--- config.mk ---
export PLATFORM = sky130hd
export DESIGN_NAME = rename_ckpt
export DESIGN_NICKNAME = d
export VERILOG_FILES = /design/src/rtl/rename_pkg.sv /design/src/rtl/rename_ckpt_preg_picker.sv /design/src/rtl/rename_ckpt.sv
export SDC_FILE = /design/constraint.sdc
export NUM_CORES = 2
export LEC_CHECK = 0
export ABC_AREA = 1
export CAP_MARGIN = 20
export CORE_ASPECT_RATIO = 1.4
export CORE_UTILIZATION = 60
export DETAILED_ROUTE_END_ITERATION = 8
export GPL_TIMING_DRIVEN = 0
export PLACE_DENSITY = 0.77
export SETUP_SLACK_MARGIN = 0.02
export SLEW_MARGIN = 20
export SYNTH_ARGS = -nofsm -noshare
export SYNTH_HDL_FRONTEND = slang
export SYNTH_SLANG_ARGS = --single-unit
--- constraint.sdc ---
create_clock -name clk_i -period 23.1 [get_ports clk_i]
set_clock_uncertainty 0.2 [all_clocks]
set_input_delay 6.93 -clock clk_i [delete_from_list [all_inputs] [get_ports clk_i]]
set_output_delay 6.93 -clock clk_i [all_outputs]
set_load 0.1 [all_outputs]
--- src/rtl/rename_pkg.sv ---
// Shared rename-stage types: decoded/renamed instruction payloads and writeback/commit/branch buses.
package rename_pkg;

  localparam int unsigned ARCH_REGS = 32;
  localparam int unsigned PHYS_REGS = 64;
  localparam int unsigned NUM_CKPT  = 4;

  localparam int unsigned AW = $clog2(ARCH_REGS);
  localparam int unsigned PW = $clog2(PHYS_REGS);
  localparam int unsigned CW = (NUM_CKPT > 1) ? $clog2(NUM_CKPT) : 1;

  typedef struct packed {
    logic          valid;
    logic [AW-1:0] idx;
  } a_reg_t;

  typedef struct packed {
    logic          valid;
    logic [PW-1:0] idx;
  } p_reg_t;

  typedef struct packed {
    logic          valid;
    logic [PW-1:0] idx;
    logic          ready;
  } p_src_t;

  typedef struct packed {
    logic   valid;
    a_reg_t rs1;
    a_reg_t rs2;
    a_reg_t rd;
    logic   is_branch;
  } dinstr_t;

  typedef struct packed {
    logic          valid;
    p_src_t        rs1;
    p_src_t        rs2;
    p_reg_t        rd;
    logic [PW-1:0] rd_old;
    logic [CW-1:0] ckpt_tag;
  } rinstr_t;

  typedef struct packed {
    logic valid;
    logic hit;
  } br_result_t;

endpackage

--- src/rtl/rename_ckpt_preg_picker.sv ---
// Lowest-index set-bit priority encoder used to choose the next free physical register.
module preg_picker #(
  parameter  int unsigned N = 64,
  localparam int unsigned W = (N > 1) ? $clog2(N) : 1
) (
  input  logic [N-1:0] req_i,
  output logic [W-1:0] idx_o,
  output logic         valid_o
);

  // Scan from the top so the lowest set bit is the last to write.
  always_comb begin : pick
    idx_o   = '0;
    valid_o = 1'b0;
    for (int i = int'(N) - 1; i >= 0; i--) begin
      if (req_i[i]) begin
        idx_o   = W'(i);
        valid_o = 1'b1;
      end
    end
  end

endmodule

--- src/rtl/rename_ckpt.sv ---
// Register rename with RAT, free/ready bitmaps and a circular FIFO of branch checkpoints.
module rename_ckpt
  import rename_pkg::dinstr_t, rename_pkg::rinstr_t, rename_pkg::p_reg_t, rename_pkg::br_result_t;
#(
  parameter  int unsigned ARCH_REGS = rename_pkg::ARCH_REGS,
  parameter  int unsigned PHYS_REGS = rename_pkg::PHYS_REGS,
  parameter  int unsigned NUM_CKPT  = rename_pkg::NUM_CKPT,
  localparam int unsigned PW        = $clog2(PHYS_REGS),
  localparam int unsigned CW        = (NUM_CKPT > 1) ? $clog2(NUM_CKPT) : 1,
  localparam int unsigned CNTW      = $clog2(NUM_CKPT + 1),
  localparam int unsigned FCW       = PW + 1
) (
  input  logic             clk_i,
  input  logic             rst_ni,
  input  dinstr_t          dinstr_i,
  output logic             dinstr_ready_o,
  output rinstr_t          rinstr_o,
  input  p_reg_t           wb_i,
  input  p_reg_t           free_i,
  input  br_result_t       br_result_i,
  output logic             ckpt_full_o,
  output logic [FCW-1:0]   free_cnt_o
);

  localparam logic [PHYS_REGS-1:0] FREE_RST =
    {{(PHYS_REGS - ARCH_REGS){1'b1}}, {ARCH_REGS{1'b0}}};

  logic [PW-1:0]        rat_q [ARCH_REGS];
  logic [PW-1:0]        rat_d [ARCH_REGS];
  logic [PHYS_REGS-1:0] free_q, free_d;
  logic [PHYS_REGS-1:0] ready_q, ready_d;
  logic [PW-1:0]        ckpt_rat_q [NUM_CKPT][ARCH_REGS];
  logic [PW-1:0]        ckpt_rat_d [NUM_CKPT][ARCH_REGS];
  logic [PHYS_REGS-1:0] ckpt_free_q [NUM_CKPT];
  logic [PHYS_REGS-1:0] ckpt_free_d [NUM_CKPT];
  logic [CW-1:0]        head_q, head_d, tail_q, tail_d;
  logic [CNTW-1:0]      count_q, count_d;
  logic [FCW-1:0]       free_cnt_q, free_cnt_d;

  logic [PW-1:0]        pick_idx;
  logic                 pick_valid;
  logic [PHYS_REGS-1:0] free_set;
  logic [NUM_CKPT-1:0]  occ;
  logic                 need_alloc, br_any, mispredict, br_hit, fire, alloc, br_fire;
  logic [PW-1:0]        rs1_p, rs2_p;
  logic                 rs1_rdy, rs2_rdy;

  function automatic logic [CW-1:0] ckpt_inc(input logic [CW-1:0] p);
    return (32'(p) == NUM_CKPT - 1) ? '0 : p + CW'(1);
  endfunction

  preg_picker #(.N(PHYS_REGS)) u_preg_picker (
    .req_i   (free_q),
    .idx_o   (pick_idx),
    .valid_o (pick_valid)
  );

  assign ckpt_full_o = (count_q == CNTW'(NUM_CKPT));
  assign free_cnt_o  = free_cnt_q;

  // A branch result with no checkpoint outstanding has nothing to act on.
  assign need_alloc = dinstr_i.rd.valid && (dinstr_i.rd.idx != '0);
  assign br_any     = br_result_i.valid && (count_q != '0);
  assign mispredict = br_any && !br_result_i.hit;
  assign br_hit     = br_any && br_result_i.hit;

  assign dinstr_ready_o = !(need_alloc && !pick_valid)
                       && !(dinstr_i.is_branch && ckpt_full_o)
                       && !mispredict;
  assign fire    = dinstr_i.valid && dinstr_ready_o;
  assign alloc   = fire && need_alloc;
  assign br_fire = fire && dinstr_i.is_branch;

  // Source lookup with same-cycle writeback bypass; x0 is always ready.
  assign rs1_p   = rat_q[dinstr_i.rs1.idx];
  assign rs2_p   = rat_q[dinstr_i.rs2.idx];
  assign rs1_rdy = ready_q[rs1_p] || (wb_i.valid && (wb_i.idx == rs1_p)) || (dinstr_i.rs1.idx == '0);
  assign rs2_rdy = ready_q[rs2_p] || (wb_i.valid && (wb_i.idx == rs2_p)) || (dinstr_i.rs2.idx == '0);

  always_comb begin : rename_out
    rinstr_o = '0;
    if (fire) begin
      rinstr_o.valid     = 1'b1;
      rinstr_o.rs1.valid = dinstr_i.rs1.valid;
      rinstr_o.rs1.idx   = rs1_p;
      rinstr_o.rs1.ready = rs1_rdy;
      rinstr_o.rs2.valid = dinstr_i.rs2.valid;
      rinstr_o.rs2.idx   = rs2_p;
      rinstr_o.rs2.ready = rs2_rdy;
      rinstr_o.rd.valid  = dinstr_i.rd.valid;
      if (need_alloc) begin
        rinstr_o.rd.idx = pick_idx;
        rinstr_o.rd_old = rat_q[dinstr_i.rd.idx];
      end
      if (dinstr_i.is_branch) begin
        rinstr_o.ckpt_tag = tail_q;
      end
    end
  end

  // p0 never enters the free list.
  always_comb begin : free_decode
    free_set = '0;
    if (free_i.valid && (free_i.idx != '0)) begin
      free_set[free_i.idx] = 1'b1;
    end
  end

  always_comb begin : ckpt_occupancy
    occ = '0;
    for (int unsigned s = 0; s < NUM_CKPT; s++) begin
      occ[s] = ((s + NUM_CKPT - 32'(head_q)) % NUM_CKPT) < 32'(count_q);
    end
  end

  always_comb begin : next_state
    rat_d       = rat_q;
    free_d      = free_q | free_set;
    ready_d     = ready_q;
    ckpt_rat_d  = ckpt_rat_q;
    ckpt_free_d = ckpt_free_q;
    head_d      = head_q;
    tail_d      = tail_q;
    count_d     = count_q;

    if (wb_i.valid) begin
      ready_d[wb_i.idx] = 1'b1;
    end

    // Commits reach every live checkpoint so a later restore keeps them free.
    for (int unsigned s = 0; s < NUM_CKPT; s++) begin
      if (occ[s]) begin
        ckpt_free_d[s] = ckpt_free_q[s] | free_set;
      end
    end

    if (mispredict) begin
      rat_d   = ckpt_rat_q[head_q];
      free_d  = ckpt_free_q[head_q] | free_set;
      head_d  = tail_q;
      count_d = '0;
    end else begin
      if (br_hit) begin
        head_d  = ckpt_inc(head_q);
        count_d = count_q - CNTW'(1);
      end
      if (br_fire) begin
        ckpt_rat_d[tail_q]  = rat_q;
        ckpt_free_d[tail_q] = free_q | free_set;
        tail_d              = ckpt_inc(tail_q);
        count_d             = count_d + CNTW'(1);
      end
      if (alloc) begin
        rat_d[dinstr_i.rd.idx] = pick_idx;
        free_d[pick_idx]       = 1'b0;
        ready_d[pick_idx]      = 1'b0;
      end
    end

    free_cnt_d = '0;
    for (int unsigned i = 0; i < PHYS_REGS; i++) begin
      free_cnt_d = free_cnt_d + FCW'(free_d[i]);
    end
  end

  always_ff @(posedge clk_i or negedge rst_ni) begin : state_regs
    if (!rst_ni) begin
      for (int unsigned i = 0; i < ARCH_REGS; i++) begin
        rat_q[i] <= PW'(i);
      end
      free_q  <= FREE_RST;
      ready_q <= ~FREE_RST;
      for (int unsigned c = 0; c < NUM_CKPT; c++) begin
        ckpt_free_q[c] <= '0;
        for (int unsigned a = 0; a < ARCH_REGS; a++) begin
          ckpt_rat_q[c][a] <= '0;
        end
      end
      head_q     <= '0;
      tail_q     <= '0;
      count_q    <= '0;
      free_cnt_q <= FCW'(PHYS_REGS - ARCH_REGS);
    end else begin
      rat_q       <= rat_d;
      free_q      <= free_d;
      ready_q     <= ready_d;
      ckpt_rat_q  <= ckpt_rat_d;
      ckpt_free_q <= ckpt_free_d;
      head_q      <= head_d;
      tail_q      <= tail_d;
      count_q     <= count_d;
      free_cnt_q  <= free_cnt_d;
    end
  end

endmodule

==> run_results.csv, run 1 <==
group,metric,value,unit
logic_synthesis,syn_area_per_cell,8.17,µm²
clock_network,post_cts_buffers,0,
clock_network,numCtsBuffers,135,
floorplan,die_h,406,µm
logic_synthesis,ys_seq_area_frac,0.489,
logic_synthesis,synthCells,8552,
logic_synthesis,synth_flop_cell,"dfrtp_1",
floorplan,std_cell_rows,147,
logic_synthesis,synth_edf_count,0,
placed_design,hpwl,265000,µm
outcome,lastStage,"5_1_grt",
clock_network,postCtsResizedCells,0,
global_routing,grt_pass1_vias,76994,
logic_synthesis,syn-cell-area,69900,µm²
logic_synthesis,async_flop_share,1.00,
floorplan,fp.dieW,290,µm
clock_network,cts_max_path_buffers,3,
placed_design,gp_congestion,1.19,
placed_design,io_buffers,74,
floorplan,start_util,0.607,
logic_synthesis,synth_nets,8671,
logic_synthesis,synth-seq-cells,1358,
global_routing,grt.total_usage,0.677,
global_routing,grt.overflow.total,93,
logic_synthesis,yosysWarnings,0,
clock_network,htree_levels,4,
logic_synthesis,synth_cell_types,55,
clock_network,root_buffer,"clkbuf_16",
global_routing,grt_pass1_wl,570000,µm
outcome,tool.error,"[ERROR GRT-0116] Global routing finished with congestion. Check the congestion regions in the DRC Viewer.",
global_routing,grt_max_degree,158,
floorplan,ios,79,
clock_network,postCtsHoldBufs,0,
clock_network,cts.sinks,1358,
outcome,status,"stopped before the end",
## cells in the mapped netlist, types with 109 or more instances
library cell     n  share of area
a21oi_1       1494           0.11
o21ai_0       1224          0.088
dfrtp_1       1213           0.43
nand2_1       1020          0.055
inv_1          954          0.051
nor2_1         709          0.038
clkbuf_1       535          0.029
a211oi_1       252          0.027
nand3_1        182          0.013
dfstp_2        145          0.055
mux2_2         120          0.019
o221ai_1       109          0.014
## routing by layer
layer | track usage | GRT overflow
met5 | 0.0442 | 0
met4 | 0.738 | 37
met3 | 0.401 | 1
met2 | 0.922 | 55
met1 | 0.679 | 0
## cell families after synthesis
group / synth area share
xor gates and xnor gates: 0.00125
DFF: 0.489
buffers and inverters: 0.0854
and+or+nand+nor: 0.117
adders and majority gates: 0.0203
AOI/OAI and AO/OA: 0.267
muxes: 0.0195
## per-stage QoR
step / util / worst slack (ns) / cells / hold slack (ns) / cell area (µm²)
2_1_floorplan: - / 4.88 / 8552 / 0.274 / 69900
3_5_place_dp: 0.634 / 1.79 / 10138 / 0.290 / 73000
3_3_place_gp: 0.629 / -44.87 / 10116 / 0.283 / 72500
4_1_cts: 0.674 / 1.78 / 10384 / 0.304 / 77600
==> run 2: changes to the inputs <==
--- a/config.mk
+++ b/config.mk
@@ -7,12 +7,10 @@
 export LEC_CHECK = 0
 export ABC_AREA = 1
 export CAP_MARGIN = 20
-export CORE_ASPECT_RATIO = 1.4
-export CORE_UTILIZATION = 60
+export CORE_UTILIZATION = 40
 export DETAILED_ROUTE_END_ITERATION = 8
 export GPL_TIMING_DRIVEN = 0
-export PLACE_DENSITY = 0.77
-export SETUP_SLACK_MARGIN = 0.02
+export PLACE_DENSITY_LB_ADDON = 0.15
 export SLEW_MARGIN = 20
 export SYNTH_ARGS = -nofsm -noshare
 export SYNTH_HDL_FRONTEND = slang
==> run 2 against run 1 <==
The flow now finishes without violations. Synthesized cell count is the same. Synthesized area stayed put.
==> run_results.csv, run 2 <==
group,metric,value,unit
critical_path,reg2reg_slack,10.38,ns
timing,setup_viol,0,
placed_design,gp_congestion,1.10,
clock_network,root_buffer,"clkbuf_16",
route,via_count,70228,
clock_network,numCtsBuffers,157,
route,drc,0,
timing,period_share,0.986,
timing,fmax,43.9,MHz
worst_hold_path,hold_depth,1,
floorplan,die-area,176000,µm²
critical_path,cp.required,15.97,ns
timing,period_needed,22.77,ns
route,post_drt_via_cell_ratio,6.22,
route,wl_per_cell,32.7,µm
outcome,status,"completed",
clock_network,cts.clk_slew.worst_paths,0.06,ns
global_routing,grt_use_met1,0.509,
route,ant_nets,0,
global_routing,grt.overflow.total,0,
global_routing,use_met2,0.614,
critical_path,rr_endpoint,"free_cnt_o[6]$_DFF_PN0_",
timing,rsz0062_at_grt,"false",
layout,final_common_cell,"a21oi_1",
global_routing,grt.total_usage,0.414,
logic_synthesis,synthTopCellsByArea,"dfrtp_1, a21oi_1, o21ai_0, nand2_1, dfstp_2",
logic_synthesis,synth_edf_count,0,
floorplan,start_util,0.402,
critical_path,end_kind,"output port",
global_routing,grt_pass1_wl,513000,µm
logic_synthesis,yosysWarnings,0,
clock_network,cts.sinks,1358,
layout,area_growth,14.1,%
timing,drv_slew,0,
logic_synthesis,async_flop_share,1.00,
logic_synthesis,synth_cell_types,55,
placed_design,post-place-ws,0.927,ns
critical_path,worstReg2RegStart,"count_q[1]$_DFF_PN0_",
critical_path,critical_path.max_stage_delay,1.18,ns
timing,final_hold_viol_count,0,
floorplan,die_h,420,µm
critical_path,cp_max_fo,10,
critical_path,crit_family,"buffers and inverters",
critical_path,r2r.worst_path.cells,34,
worst_hold_path,hold_path_class,"register to register",
placed_design,dp.cells,10987,
logic_synthesis,yosysMostFrequentCell,"a21oi_1",
layout,layout_common_cells,"a21oi_1, o21ai_0, dfrtp_1",
logic_synthesis,syn-cell-area,69900,µm²
layout,largest_reg_flops,768,
layout,final_cells,11295,
clock_network,htree_levels,4,
critical_path,crit_chain,"clkbuf_1 > inv_1 > clkbuf_1 > clkbuf_1 > clkbuf_1 > clkbuf_1 > clkbuf_1 > o21ai_0 > nand3_1 > nand3_1 > nand3_1 > nand2_1 > xor2_1 > o211ai_1 > nor4_1 > a21oi_1 > a21oi_1 > clkdlybuf4s50_1",
critical_path,cp.depth,18,
worst_hold_path,min_from,"ckpt_rat_q[577]$_DFFE_PN0P_",
critical_path,slowest_stage,"clkdlybuf4s50_1",
clock_network,post_cts_buffers,0,
critical_path,cp.arrival,15.64,ns
clock_network,postCtsResizedCells,0,
logic_synthesis,synth_common_cells,"a21oi_1, o21ai_0, dfrtp_1",
global_routing,grt_pass1_vias,66757,
placed_design,hpwl,267000,µm
run,maxCapViolCount,0,
layout,nets,8940,
timing,timing.setup.tns,0,ns
critical_path,critPathBufInv,8,
critical_path,worstSetupPathType,"primary input to output port",
layout,fill_cells,17350,
layout,top_regs,"ckpt_rat_q (768), ckpt_free_q (256), rat_q (192)",
clock_network,cts_max_path_buffers,3,
global_routing,grt_max_degree,146,
placed_design,io_buffers,74,
route,dr.pass1.iters,7,
logic_synthesis,yosys.area.top_type,"dfrtp_1",
critical_path,start_kind,"primary input",
logic_synthesis,synthCells,8552,
floorplan,std_cell_rows,153,
clock_network,cts_tree,"done",
logic_synthesis,synth_flop_cell,"dfrtp_1",
worst_hold_path,holdPathEnd,"ckpt_rat_q[577]$_DFFE_PN0P_",
timing,post-route-worst-setup-slack,0.328,ns
logic_synthesis,ys_seq_area_frac,0.489,
critical_path,path_common_cell,"clkbuf_1",
global_routing,antenna_found_initial,22,
logic_synthesis,yosysTopAreaCellShare,0.434,
global_routing,busiest_layer,"met2",
route,drtIter0Drc,9320,
timing,worstMarginPinSlew,1.31,ns
clock_network,clk_latency,0.84,ns
floorplan,fp.dieW,420,µm
logic_synthesis,synth-seq-cells,1358,
floorplan,ios,79,
clock_network,postCtsHoldBufs,0,
route,routed_wirelength,369000,µm
floorplan,coreArea,174000,µm²
global_routing,use_met3,0.102,
layout,regMostFlops,"ckpt_rat_q",
logic_synthesis,synth_nets,8671,
timing,slew_headroom,0.125,
logic_synthesis,syn_area_per_cell,8.17,µm²
layout,drive_above_1_share,0.0791,
-- run 2: through the flow --
stage	hold slack, ns	util	area [µm²]
floorplan	0.274	-	69900
global placement	0.283	0.423	73500
detailed placement	0.290	0.429	74400
CTS	0.303	0.459	79700
global route	0.307	0.459	79700
finish	0.298	0.459	79700
-- run 2: worst max-delay path by stage --
stage                             to    startpoint
6_report                rinstr_o[23]  dinstr_i[13]
5_1_grt                 rinstr_o[23]  dinstr_i[13]
4_1_cts                 rinstr_o[23]  dinstr_i[13]
3_5_place_dp            rinstr_o[23]  dinstr_i[13]
3_3_place_gp   ready_q[39]$_DFF_PN0_        rst_ni
2_1_floorplan           rinstr_o[23]  dinstr_i[13]
-- run 2: metal layers --
layer,share of wire,up-vias
met5,0.00023,-
met4,0.094,10
met3,0.10,1180
met2,0.43,4389
met1,0.37,34958
li1,-,29691
-- run 2: cells by family (layout without fill, tap and decap cells) --
group | after synthesis | after routing | synth area share
AO/OA/AOI/OAI | 3374 | 3374 | 0.267
AND/OR/NAND/NOR | 2039 | 2039 | 0.117
buffers and inverters | 1569 | 1965 | 0.0854
flip-flops | 1358 | 1358 | 0.489
multiplexers | 121 | 121 | 0.0195
adder cells (fa/ha/maj) | 81 | 81 | 0.0203
XOR/XNOR | 10 | 10 | 0.00125
other | 0 | 22 | 0
-- run 2: cell type report --
cell class | instances | area, µm² | area share
clock buffers | 234 | 4640 | 0.0582
inverters | 970 | 3640 | 0.0457
clock inverters | 52 | 613 | 0.00769
multi-input cells | 5625 | 29800 | 0.373
flip-flops and latches | 1358 | 34200 | 0.428
repair buffers | 110 | 1540 | 0.0193
diodes | 22 | 55.1 | 0.000690
well taps | 2325 | 2910 | 0.0365
plain buffers | 599 | 2400 | 0.0301
Power of run 2 is not shown: default switching activity piles up to over one toggle a cycle in this logic, so the estimate is an artifact.
